## src/rtl/cache_assoc_lru_pkg.sv

```systemverilog
// Shared types for the fully-associative LRU cache: FSM states, per-line
// status flags and the age-width helper.
package cache_assoc_lru_pkg;

    typedef enum logic [2:0] {
        ST_IDLE   = 3'd0,
        ST_LOOKUP = 3'd1,
        ST_WB     = 3'd2,
        ST_FILL   = 3'd3,
        ST_RESP   = 3'd4
    } cache_state_e;

    typedef struct packed {
        logic valid;
        logic dirty;
    } line_meta_t;

    // ceil(log2(ways)), never below one bit
    function automatic int age_width(input int ways);
        int w;
        w = 32'sd1;
        while ((32'sd1 << w) < ways) begin
            w = w + 32'sd1;
        end
        return w;
    endfunction

endpackage

```

## src/rtl/cache_assoc_lru_if.sv

```systemverilog
// Circuit-side request bus and memory-side handshake of the cache.
interface cache_assoc_lru_if #(
    parameter int ADDR_W = 7,
    parameter int DATA_W = 5
);
    logic              Req;
    logic              Write;
    logic [ADDR_W-1:0] Address;
    logic [DATA_W-1:0] BlockIn;
    logic              Busy;
    logic              Done;
    logic              Hit;
    logic [DATA_W-1:0] BlockOut;
    logic              Mem_Req;
    logic              C_Write_M;
    logic [ADDR_W-1:0] Mem_Address;
    logic [DATA_W-1:0] C_Block_M;
    logic [DATA_W-1:0] M_Block_C;
    logic              Mem_Ack;

    modport slave (
        input  Req, Write, Address, BlockIn, M_Block_C, Mem_Ack,
        output Busy, Done, Hit, BlockOut, Mem_Req, C_Write_M, Mem_Address, C_Block_M
    );

    modport master (
        output Req, Write, Address, BlockIn, M_Block_C, Mem_Ack,
        input  Busy, Done, Hit, BlockOut, Mem_Req, C_Write_M, Mem_Address, C_Block_M
    );
endinterface

```

## src/rtl/cache_lru_ages.sv

```systemverilog
// Exact-LRU age registers: ages form a permutation of 0..WAYS-1, 0 = most recent.
module cache_lru_ages #(
    parameter int WAYS  = 4,
    parameter int AGE_W = 2
) (
    input  logic             Clock,
    input  logic             Reset,
    input  logic [WAYS-1:0]  valid_vec,
    input  logic             touch_en,
    input  logic [AGE_W-1:0] touch_way,
    output logic [AGE_W-1:0] victim_way
);

    logic [AGE_W-1:0] ages_r [WAYS];

    // Age update: touched way becomes youngest, younger ways age by one
    always_ff @(posedge Clock or posedge Reset) begin
        if (Reset) begin
            for (int i = 0; i < WAYS; i++) begin
                ages_r[i] <= AGE_W'(i);
            end
        end else if (touch_en) begin
            for (int i = 0; i < WAYS; i++) begin
                if (AGE_W'(i) == touch_way) begin
                    ages_r[i] <= AGE_W'(0);
                end else if (ages_r[i] < ages_r[touch_way]) begin
                    ages_r[i] <= ages_r[i] + AGE_W'(1);
                end
            end
        end
    end

    // Victim: lowest-index invalid way, otherwise the oldest way
    always_comb begin
        victim_way = AGE_W'(0);
        for (int i = 0; i < WAYS; i++) begin
            victim_way = (ages_r[i] == AGE_W'(WAYS - 1)) ? AGE_W'(i) : victim_way;
        end
        for (int i = WAYS - 1; i >= 0; i--) begin
            victim_way = valid_vec[i] ? victim_way : AGE_W'(i);
        end
    end

endmodule

```

## src/rtl/cache_assoc_lru.sv

```systemverilog
// Fully-associative write-back / write-allocate cache, one word per line,
// full address as tag, exact LRU replacement.
module cache_assoc_lru
    import cache_assoc_lru_pkg::*;
#(
    parameter int ADDR_W = 7,
    parameter int DATA_W = 5,
    parameter int WAYS   = 4
) (
    input  logic                Clock,
    input  logic                Reset,
    cache_assoc_lru_if.slave    bus
);

    localparam int AGE_W = age_width(WAYS);

    cache_state_e      state_r, state_s;
    logic              req_write_r;
    logic [ADDR_W-1:0] req_addr_r;
    logic [DATA_W-1:0] req_data_r;
    logic [AGE_W-1:0]  way_r;
    logic              hit_r;

    line_meta_t        meta_r [WAYS];
    logic [ADDR_W-1:0] tag_r  [WAYS];
    logic [DATA_W-1:0] data_r [WAYS];

    logic              busy_r, done_r, hit_out_r, mem_req_r, c_write_m_r;
    logic [DATA_W-1:0] block_out_r, c_block_m_r;
    logic [ADDR_W-1:0] mem_addr_r;

    logic              lookup_hit_s, accept_s, touch_s, victim_dirty_s;
    logic [AGE_W-1:0]  lookup_way_s, victim_s;
    logic [WAYS-1:0]   valid_vec_s;

    assign bus.Busy        = busy_r;
    assign bus.Done        = done_r;
    assign bus.Hit         = hit_out_r;
    assign bus.BlockOut    = block_out_r;
    assign bus.Mem_Req     = mem_req_r;
    assign bus.C_Write_M   = c_write_m_r;
    assign bus.Mem_Address = mem_addr_r;
    assign bus.C_Block_M   = c_block_m_r;

    assign accept_s       = (state_r == ST_IDLE) && bus.Req && !busy_r;
    assign touch_s        = (state_r == ST_RESP);
    assign victim_dirty_s = meta_r[victim_s].valid && meta_r[victim_s].dirty;

    cache_lru_ages #(.WAYS(WAYS), .AGE_W(AGE_W)) u_ages (
        .Clock      (Clock),
        .Reset      (Reset),
        .valid_vec  (valid_vec_s),
        .touch_en   (touch_s),
        .touch_way  (way_r),
        .victim_way (victim_s)
    );

    // Parallel tag compare; scanning downwards lets the lowest index win
    always_comb begin
        logic match_s;
        lookup_hit_s = 1'b0;
        lookup_way_s = AGE_W'(0);
        valid_vec_s  = {WAYS{1'b0}};
        for (int i = WAYS - 1; i >= 0; i--) begin
            valid_vec_s[i] = meta_r[i].valid;
            match_s        = meta_r[i].valid && (tag_r[i] == req_addr_r);
            lookup_hit_s   = match_s ? 1'b1 : lookup_hit_s;
            lookup_way_s   = match_s ? AGE_W'(i) : lookup_way_s;
        end
    end

    // FSM state register
    always_ff @(posedge Clock or posedge Reset) begin
        if (Reset) begin
            state_r <= ST_IDLE;
        end else begin
            state_r <= state_s;
        end
    end

    // FSM next-state
    always_comb begin
        state_s = state_r;
        case (state_r)
            ST_IDLE:   state_s = accept_s ? ST_LOOKUP : ST_IDLE;
            ST_LOOKUP: begin
                if (lookup_hit_s) begin
                    state_s = ST_RESP;
                end else if (victim_dirty_s) begin
                    state_s = ST_WB;
                end else begin
                    state_s = req_write_r ? ST_RESP : ST_FILL;
                end
            end
            ST_WB: begin
                if (bus.Mem_Ack) begin
                    state_s = req_write_r ? ST_RESP : ST_FILL;
                end else begin
                    state_s = ST_WB;
                end
            end
            ST_FILL:   state_s = bus.Mem_Ack ? ST_RESP : ST_FILL;
            ST_RESP:   state_s = ST_IDLE;
            default:   state_s = ST_IDLE;
        endcase
    end

    // Request latch, line array and registered outputs
    always_ff @(posedge Clock or posedge Reset) begin
        if (Reset) begin
            busy_r      <= 1'b0;
            done_r      <= 1'b0;
            hit_out_r   <= 1'b0;
            block_out_r <= {DATA_W{1'b0}};
            mem_req_r   <= 1'b0;
            c_write_m_r <= 1'b0;
            mem_addr_r  <= {ADDR_W{1'b0}};
            c_block_m_r <= {DATA_W{1'b0}};
            req_write_r <= 1'b0;
            req_addr_r  <= {ADDR_W{1'b0}};
            req_data_r  <= {DATA_W{1'b0}};
            way_r       <= AGE_W'(0);
            hit_r       <= 1'b0;
            for (int i = 0; i < WAYS; i++) begin
                meta_r[i] <= '{valid: 1'b0, dirty: 1'b0};
                tag_r[i]  <= {ADDR_W{1'b0}};
                data_r[i] <= {DATA_W{1'b0}};
            end
        end else begin
            done_r <= 1'b0;
            case (state_r)
                ST_IDLE: begin
                    busy_r <= accept_s;
                    if (accept_s) begin
                        req_write_r <= bus.Write;
                        req_addr_r  <= bus.Address;
                        req_data_r  <= bus.BlockIn;
                    end
                end
                ST_LOOKUP: begin
                    hit_r <= lookup_hit_s;
                    way_r <= lookup_hit_s ? lookup_way_s : victim_s;
                    if (!lookup_hit_s && victim_dirty_s) begin
                        mem_req_r   <= 1'b1;
                        c_write_m_r <= 1'b1;
                        mem_addr_r  <= tag_r[victim_s];
                        c_block_m_r <= data_r[victim_s];
                    end else if (!lookup_hit_s && !req_write_r) begin
                        mem_req_r   <= 1'b1;
                        c_write_m_r <= 1'b0;
                        mem_addr_r  <= req_addr_r;
                    end
                end
                ST_WB: begin
                    if (bus.Mem_Ack) begin
                        // a read keeps Mem_Req high and turns straight into the fill
                        meta_r[way_r].dirty <= 1'b0;
                        mem_req_r           <= !req_write_r;
                        c_write_m_r         <= 1'b0;
                        mem_addr_r          <= req_write_r ? mem_addr_r : req_addr_r;
                    end
                end
                ST_FILL: begin
                    if (bus.Mem_Ack) begin
                        tag_r[way_r]  <= req_addr_r;
                        data_r[way_r] <= bus.M_Block_C;
                        meta_r[way_r] <= '{valid: 1'b1, dirty: 1'b0};
                        mem_req_r     <= 1'b0;
                    end
                end
                ST_RESP: begin
                    done_r    <= 1'b1;
                    hit_out_r <= hit_r;
                    if (req_write_r) begin
                        tag_r[way_r]  <= req_addr_r;
                        data_r[way_r] <= req_data_r;
                        meta_r[way_r] <= '{valid: 1'b1, dirty: 1'b1};
                    end else begin
                        block_out_r <= data_r[way_r];
                    end
                end
                default: busy_r <= 1'b0;
            endcase
        end
    end

endmodule
```

## src/flat_wrapper.sv

```systemverilog
// flat-port wrapper written by rule: the top's interface ports become plain ports
module cache_assoc_lru_flat import cache_assoc_lru_pkg::*;
#(
    parameter int ADDR_W = 7,
    parameter int DATA_W = 5,
    parameter int WAYS   = 4
)
  (Clock, Reset, bus_Req, bus_Write, bus_Address, bus_BlockIn, bus_M_Block_C, bus_Mem_Ack, bus_Busy, bus_Done, bus_Hit, bus_BlockOut, bus_Mem_Req, bus_C_Write_M, bus_Mem_Address, bus_C_Block_M);
  cache_assoc_lru_if #(.ADDR_W(ADDR_W), .DATA_W(DATA_W)) bus_i ();
  input  logic Clock;
  input  logic Reset;
  input wire logic [$bits(bus_i.Req)-1:0] bus_Req;
  input wire logic [$bits(bus_i.Write)-1:0] bus_Write;
  input wire logic [$bits(bus_i.Address)-1:0] bus_Address;
  input wire logic [$bits(bus_i.BlockIn)-1:0] bus_BlockIn;
  input wire logic [$bits(bus_i.M_Block_C)-1:0] bus_M_Block_C;
  input wire logic [$bits(bus_i.Mem_Ack)-1:0] bus_Mem_Ack;
  output wire logic [$bits(bus_i.Busy)-1:0] bus_Busy;
  output wire logic [$bits(bus_i.Done)-1:0] bus_Done;
  output wire logic [$bits(bus_i.Hit)-1:0] bus_Hit;
  output wire logic [$bits(bus_i.BlockOut)-1:0] bus_BlockOut;
  output wire logic [$bits(bus_i.Mem_Req)-1:0] bus_Mem_Req;
  output wire logic [$bits(bus_i.C_Write_M)-1:0] bus_C_Write_M;
  output wire logic [$bits(bus_i.Mem_Address)-1:0] bus_Mem_Address;
  output wire logic [$bits(bus_i.C_Block_M)-1:0] bus_C_Block_M;
  assign bus_i.Req = bus_Req;
  assign bus_i.Write = bus_Write;
  assign bus_i.Address = bus_Address;
  assign bus_i.BlockIn = bus_BlockIn;
  assign bus_i.M_Block_C = bus_M_Block_C;
  assign bus_i.Mem_Ack = bus_Mem_Ack;
  assign bus_Busy = bus_i.Busy;
  assign bus_Done = bus_i.Done;
  assign bus_Hit = bus_i.Hit;
  assign bus_BlockOut = bus_i.BlockOut;
  assign bus_Mem_Req = bus_i.Mem_Req;
  assign bus_C_Write_M = bus_i.C_Write_M;
  assign bus_Mem_Address = bus_i.Mem_Address;
  assign bus_C_Block_M = bus_i.C_Block_M;
  cache_assoc_lru #(.ADDR_W(ADDR_W), .DATA_W(DATA_W), .WAYS(WAYS)) u_core (.Clock(Clock), .Reset(Reset), .bus(bus_i));
endmodule
```

## config.mk

```make
export PLATFORM = sky130hd
export DESIGN_NAME = cache_assoc_lru_flat
export DESIGN_NICKNAME = d
export VERILOG_FILES = /design/src/rtl/cache_assoc_lru_pkg.sv /design/src/rtl/cache_assoc_lru_if.sv /design/src/rtl/cache_lru_ages.sv /design/src/rtl/cache_assoc_lru.sv /design/src/flat_wrapper.sv
export SDC_FILE = /design/constraint.sdc
export NUM_CORES = 1
export LEC_CHECK = 0
export CAP_MARGIN = 20
export CORE_UTILIZATION = 63
export DETAILED_ROUTE_END_ITERATION = 6
export PLACE_DENSITY = 0.93
export SETUP_SLACK_MARGIN = 0.15
export SLEW_MARGIN = 30
export SYNTH_ARGS = -nofsm -noshare
export SYNTH_HDL_FRONTEND = slang
export SYNTH_SLANG_ARGS = --single-unit
```

## constraint.sdc

```tcl
create_clock -name Clock -period 4.8 [get_ports Clock]
set_input_delay 0.48 -clock Clock [delete_from_list [all_inputs] [get_ports Clock]]
set_output_delay 0.48 -clock Clock [all_outputs]
set_load 0.02 [all_outputs]
```

**Yosys cells after proc, flatten, opt, wreduce, memory -nomap -nowiden**

Cells that the tools add are included.

- Register bits after elaboration: 105
- Bits in latches: 0
- RAM bits: 0
- ROM bits: 0
- Input bits: 22
- Output and inout bits: 22
- Word-level logic and storage cells: 190
- Memories: 0

- Add/sub/neg operators: 4
- Multipliers: 0
- Div/mod/pow operators: 0
- Magnitude comparators: 7
- Equal/unequal tests: 19
- Shift-type cells: 0
- Muxes and demuxes: 83
- Bitwise logic cells: 7
- Reductions and logical operators: 36

Operator list:

| operator | count |
|---|---|
| 2-to-1 mux 28 bit | 2 |
| case mux 28 bit (2 select lines) | 1 |
| 2-to-1 mux 7 bit | 7 |
| 2-to-1 mux 2 bit | 24 |
| bitwise mux 20 bit | 2 |
| 2-to-1 mux 20 bit | 2 |
| case mux 20 bit (2 select lines) | 1 |
| bitwise mux 28 bit | 1 |
| == test 7 bit | 4 |
| 2-to-1 mux 5 bit | 5 |
| 2-to-1 mux 8 bit | 3 |
| case mux 8 bit (3 select lines) | 1 |
| binary-select mux 5 bit (select 2 bit) | 2 |
| 2-to-1 mux 3 bit | 5 |
| binary-select mux 7 bit (select 2 bit) | 1 |
| demux 7 bit (select 2 bit) | 1 |
| 2-to-1 mux 1 bit | 14 |
| case mux 7 bit (2 select lines) | 1 |
| AND reduction 2 bit | 7 |
| case mux 3 bit (4 select lines) | 1 |
| AND reduction 4 bit | 3 |
| nonzero test 2 bit | 6 |
| demux 5 bit (select 2 bit) | 1 |
| logical AND 1 bit | 10 |
| 30 further kinds | 51 |

**Logic depth before layout (Yosys ltp)**

- Word-level depth: 16
- Gate-level depth with buffers: 10
- Gate-level depth less buffers: 8

**By module**

From an unflattened synthesis, not the netlist that was laid out.

- Cell total of the unflattened synthesis: 454
- Area total of the unflattened synthesis: 5,496.5 µm²

Modules (own cells, without submodules):

| module | instances | cells an instance | area each (µm²) | seq. area each (µm²) |
|---|---|---|---|---|
| cache_assoc_lru | 1 | 367 | 4,738.3 | 2,427.3 |
| cache_lru_ages | 1 | 87 | 758.2 | 205.2 |

**Worst setup path after synthesis**

OpenSTA, ideal clock, no wires.

- Kind: register -> register
- From: register u_core.u_ages.ages_r[0] (netlist name)
- To: register u_core.mem_addr_r[0] (netlist: u_core.bus.Mem_Address[0])
- Setup time: 0.125 ns
- Data arrival time: 2.470 ns
- Required time: 4.675 ns
- Path slack: 2.206 ns
- Cell stages (with the launch flop): 8
- Path buffers: 1
- Clock period less this slack: 2.594 ns
- Cell sequence: dfstp_2 -> ha_1 -> and4bb_1 -> nor2_1 -> buf_6 -> mux4_2 -> mux2_2 -> mux2_2

- Cells in the longest elaborated chain, start to end: 14
- Elaborated cells on any way between the ends: 19
- Those cells by class: eq/ne: 2; mux: 13; bitwise: 1; reduce/logical: 3

Ends and longest elaborated chain:

| element | line | text |
|---|---|---|
| from (decl) | cache_lru_ages.sv:14 | `logic [AGE_W-1:0] ages_r [WAYS];` |
| from (signal, indexed assignment) | cache_lru_ages.sv:20 | `ages_r[i] <= AGE_W'(i);` |
| from (signal, indexed assignment) | cache_lru_ages.sv:27 | `ages_r[i] <= ages_r[i] + AGE_W'(1);` |
| == test 2 bit (*) | cache_lru_ages.sv:37 | `victim_way = (ages_r[i] == AGE_W'(WAYS - 1)) ? AGE_W'(i) : victim_way;` |
| 2-to-1 mux 2 bit (*) | cache_lru_ages.sv:37 |  |
| 2-to-1 mux 2 bit (*) (4 in a row) | cache_lru_ages.sv:40 | `victim_way = valid_vec[i] ? victim_way : AGE_W'(i);` |
| inverter 2 -> 3 bit (implied by the code) (*) | cache_assoc_lru.sv:47, cache_assoc_lru.sv:146 |  |
| binary-select mux 2 bit (select 2 bit) | cache_assoc_lru.sv:47 | `assign victim_dirty_s = meta_r[victim_s].valid && meta_r[victim_s].dirty;` |
| 2-to-1 mux 2 bit (implied by the code) (2 in a row) | cache_assoc_lru.sv:47 |  |
| logical AND 1 bit | cache_assoc_lru.sv:47 |  |
| logical AND 1 bit | cache_assoc_lru.sv:143 | `if (!lookup_hit_s && victim_dirty_s) begin` |
| != test 3 x 1 -> 1 bit (no line) or 2-to-1 mux 7 bit (tied branches) | n/a |  |
| AND reduction 4 bit (no line) or case mux 7 bit (2 select lines) (tied branches) | n/a |  |
| to (signal assigned) | cache_assoc_lru.sv:146 | `mem_addr_r <= tag_r[victim_s];` |
| to (signal assigned) | cache_assoc_lru.sv:151 | `mem_addr_r <= req_addr_r;` |
| to (signal assigned) | cache_assoc_lru.sv:160 | `mem_addr_r <= req_write_r ? mem_addr_r : req_addr_r;` |
| to (decl) | cache_assoc_lru.sv:30 | `logic [ADDR_W-1:0] mem_addr_r;` |

Every way passes the cells marked *; elsewhere a longest branch is shown, timed or not. The select of a mux whose other input is x is not followed.
A chain may end at the register's enable or synchronous reset.

**Worst setup path after layout**

- From: register u_core.state_r[0]
- To: register u_core.tag_r[4] (netlist name)

- Cells in the longest elaborated chain, start to end: 3
- Elaborated cells on any way between the ends: 7
- Those cells by class: eq/ne: 4; mux: 1; reduce/logical: 2

Ends and longest elaborated chain:

| element | line | text |
|---|---|---|
| from (decl) | cache_assoc_lru.sv:17 | `cache_state_e state_r, state_s;` |
| from (signal assigned) | cache_assoc_lru.sv:77 | `state_r <= state_s;` |
| == test 3 bit or == test 3 x 2 -> 1 bit (tied branches) | cache_assoc_lru.sv:131 | `case (state_r)` |
| != test 2 x 1 -> 1 bit (no line) (tied with other cells) | n/a |  |
| AND reduction 3 bit (no line) | n/a |  |
| to (signal, indexed assignment) | cache_assoc_lru.sv:126 | `tag_r[i] <= {ADDR_W{1'b0}};` |
| to (signal, indexed assignment) | cache_assoc_lru.sv:165 | `tag_r[way_r] <= req_addr_r;` |
| to (signal, indexed assignment) | cache_assoc_lru.sv:175 | `tag_r[way_r] <= req_addr_r;` |
| to (decl) | cache_assoc_lru.sv:25 | `logic [ADDR_W-1:0] tag_r [WAYS];` |

Several ways; a longest one is shown, not always the timed one.

==> out/results.ini <==
[yosys]
avgSynthCellArea_um2 = 12.49
synthArstFlopShare_pct = 100.0
synth.distinct_cells = 58
ys_seq_area_share_pct = 49.24
yosys_register_bits = 105
ys_warn_count = 0
synthTopCellsByArea = dfrtp_1 (47%), mux2_2 (14%), mux4_2 (7.6%), xnor2_1 (4.6%), a21oi_1 (2.8%)
synthMostInstantiatedCell = dfrtp_1
yosys.area.top_type_share_pct = 47.27
netlist_instances = 428
yosys_most_used_dff = dfrtp_1
synthTopCellsByCount = dfrtp_1 (101), mux2_2 (68), nor2_1 (33)
synth.largest_area_cell = dfrtp_1
netlist_area_um2 = 5346
synth_edf_count = 0
synth_fp_nets = 457

[place]
place_ws_ns = 1.928
dpl.hpwl_um = 7824
gp_congestion = 0.8984
io_buffers = 43

[floorplanning]
dieArea_um2 = 8859
die_h_um = 94.12
num_rows = 33
core_area_um2 = 8217
io_pins = 44
die_w_um = 94.12
start_util_pct = 65.07

[cts]
post_cts_buffers = 0
cts.path.max_buffers = 2
ctsResizeCount = 0
cts.clk_slew.worst_paths_ns = 0.10
cts_tree = done
clock-sinks = 105
ctsHtreeMaxLevel = 3
numCtsBuffers = 9
clock_latency_ns = 0.37
ctsRootBufferMaster = clkbuf_8
hold_buffers = 0

[layout]
syn2layout_area_growth_pct = 12.31
utilization_pct = 73.08
fill_cells = 512
antennaDiodeCount = 0
drive_above_1_share_pct = 26.98
final_nets = 491

[power]
power_frac_clock_pct = 13.0
intPower_uw = 2609
power_density_nw_per_um2 = 703.5
cellLeakagePower_uw = 0.002535
p_seq_share_pct = 41.0
p_sw_share_pct = 38.23
power_uw = 4224
power_switching_uw = 1615
peakVddDrop_mv = 0.3765
combPwrFrac_pct = 46.0

[drt]
via_per_inst = 6.448
drc = 0
wire_per_inst_um = 20.05
drtAntennaViolNets = 0
wirelength_um = 11470
dr.pass1.iters = 5
drt_iter0_markers = 249
num_vias = 3688

[timing]
hold_violations = 0
tns_ns = 0
timing.fmax_ghz = 0.3421
period_share_pct = 60.90
max_slew_margin_pct = 40.78
finalSetupViolCount = 0
finalClockSkew_ns = 0.01368
final-max-slew-violation-count = 0
hold_ws_ns = 0.4926
worst_slack_ns = 1.877
worst_slew_pin_slew_ns = 0.8873
layout_min_cycle_time_ns = 2.923
rsz0062_at_grt = no

[setup_path]
timing.rr.start = u_core.state_r[0]
cp.arrival_ns = 3.17
critical_path.endpoint_type = flop
rr_worst_depth = 6
required_ns = 5.05
reg2reg_to = u_core.tag_r[4]
path_class = reg -> reg
path_max_fanout = 17
startpoint_type = flop
reg2reg_setup_slack_ns = 1.88

[hold_path]
hold_path.class = reg -> reg
min_to = u_core.bus.Hit
whs_path_depth = 2
hp-start = u_core.hit_r

[global_route]
antenna_found_initial = 0
grt_pass1_vias = 3745
grt_first_pass_wirelength_um = 18950
gr-total-overflow = 0
grtUsageTotal_pct = 28.74
grt_max_degree = 79

[run]
maxCapViolCount = 0

[outcome]
outcome = finished, final reports clean

layout by cell type (no fill, tap or decap), types with 6 or more instances in the layout:
master	synthesis	final
dfrtp_1	101	101
mux2_2	68	68
clkdlybuf4s50_1	0	43
nor2_1	33	33
a21oi_1	30	30
xnor2_1	28	28
nand2_1	18	18
mux4_2	18	18
clkbuf_8	0	10
o21ai_0	9	9
nor2b_1	8	8
nand4_1	8	8
ha_1	7	7
nand2b_1	6	6
mux2i_1	6	6
critical path, stage by stage, from the launching register on:
cell and delay (ns):
dfrtp_1 0.51, nor2_1 0.28, nand2_2 0.24, inv_1 0.40, a22oi_2 0.22, nor2_2 0.74
mux2_2 0.42
registers in the layout (all words and copies together) (netlist names), 2 cells and up:
register / cells
u_core.req_data_r: 5
u_core.data_r: 20
u_core.way_r: 2
u_core.meta_r: 8
u_core.u_ages.ages_r: 8
u_core.bus.C_Block_M: 5
u_core.state_r: 3
u_core.req_addr_r: 7
u_core.bus.Mem_Address: 7
u_core.bus.BlockOut: 5
u_core.tag_r: 28
power by group through the flow:
stage	Clock [µW]	Sequential, µW	Combinational, µW
floorplan	0	1590	1530
global placement	0	1700	1850
detailed placement	0	1740	1930
CTS	556	1730	1950
global route	590	1790	2100
finish	548	1730	1940
per-stage QoR:
step,area (µm²),std cells
2_1_floorplan,5346,428
3_3_place_gp,5804,556
3_5_place_dp,5804,556
4_1_cts,6002,572
5_1_grt,6005,572
6_report,6005,572
worst max-delay path by stage:
| stage | depth (start not counted) | endpoint | start |
|---|---|---|---|
| global route | 6 | u_core.tag_r[4] | u_core.state_r[0] |
| detailed placement | 6 | u_core.tag_r[2] | u_core.state_r[0] |
| CTS | 6 | u_core.tag_r[4] | u_core.state_r[0] |
| floorplan | 1 | u_core.bus.BlockOut[0] | Reset |
| global placement | 6 | u_core.tag_r[2] | u_core.state_r[0] |
| finish | 6 | u_core.tag_r[4] | u_core.state_r[0] |
final cells by class:
cell class	count	area (µm²)	area share, %
Timing Repair Buffer	47	460.4	7.668
Inverter	5	23.77	0.3959
Sequential cell	105	2633	43.84
Multi-Input combinational cell	294	2559	42.61
Clock buffer	12	145.1	2.417
Tap cell	105	131.4	2.188
Clock inverter	4	52.55	0.8752
cell families (layout without fill, tap and decap cells):
family / count (synthesis) / after routing / share of synthesized area (%)
AO/OA/AOI/OAI: 65 / 65 / 8.051
flip-flops: 105 / 105 / 49.24
XOR/XNOR: 28 / 28 / 4.587
AND/OR/NAND/NOR: 101 / 101 / 10.34
buffers and inverters: 29 / 68 / 2.902
multiplexers: 93 / 93 / 23.24
adder cells (fa/ha/maj): 7 / 7 / 1.638
routing by layer:
metal / part of all wire (%) / global-route usage, % / up-vias
met5: 0 / 0 / -
met2: 51 / 47.63 / 142
met1: 40 / 37.30 / 1900
met3: 5.9 / 4.773 / 26
li1: - / - / 1620
met4: 2.8 / 12.82 / 0
(Power assumes the default switching activity.)
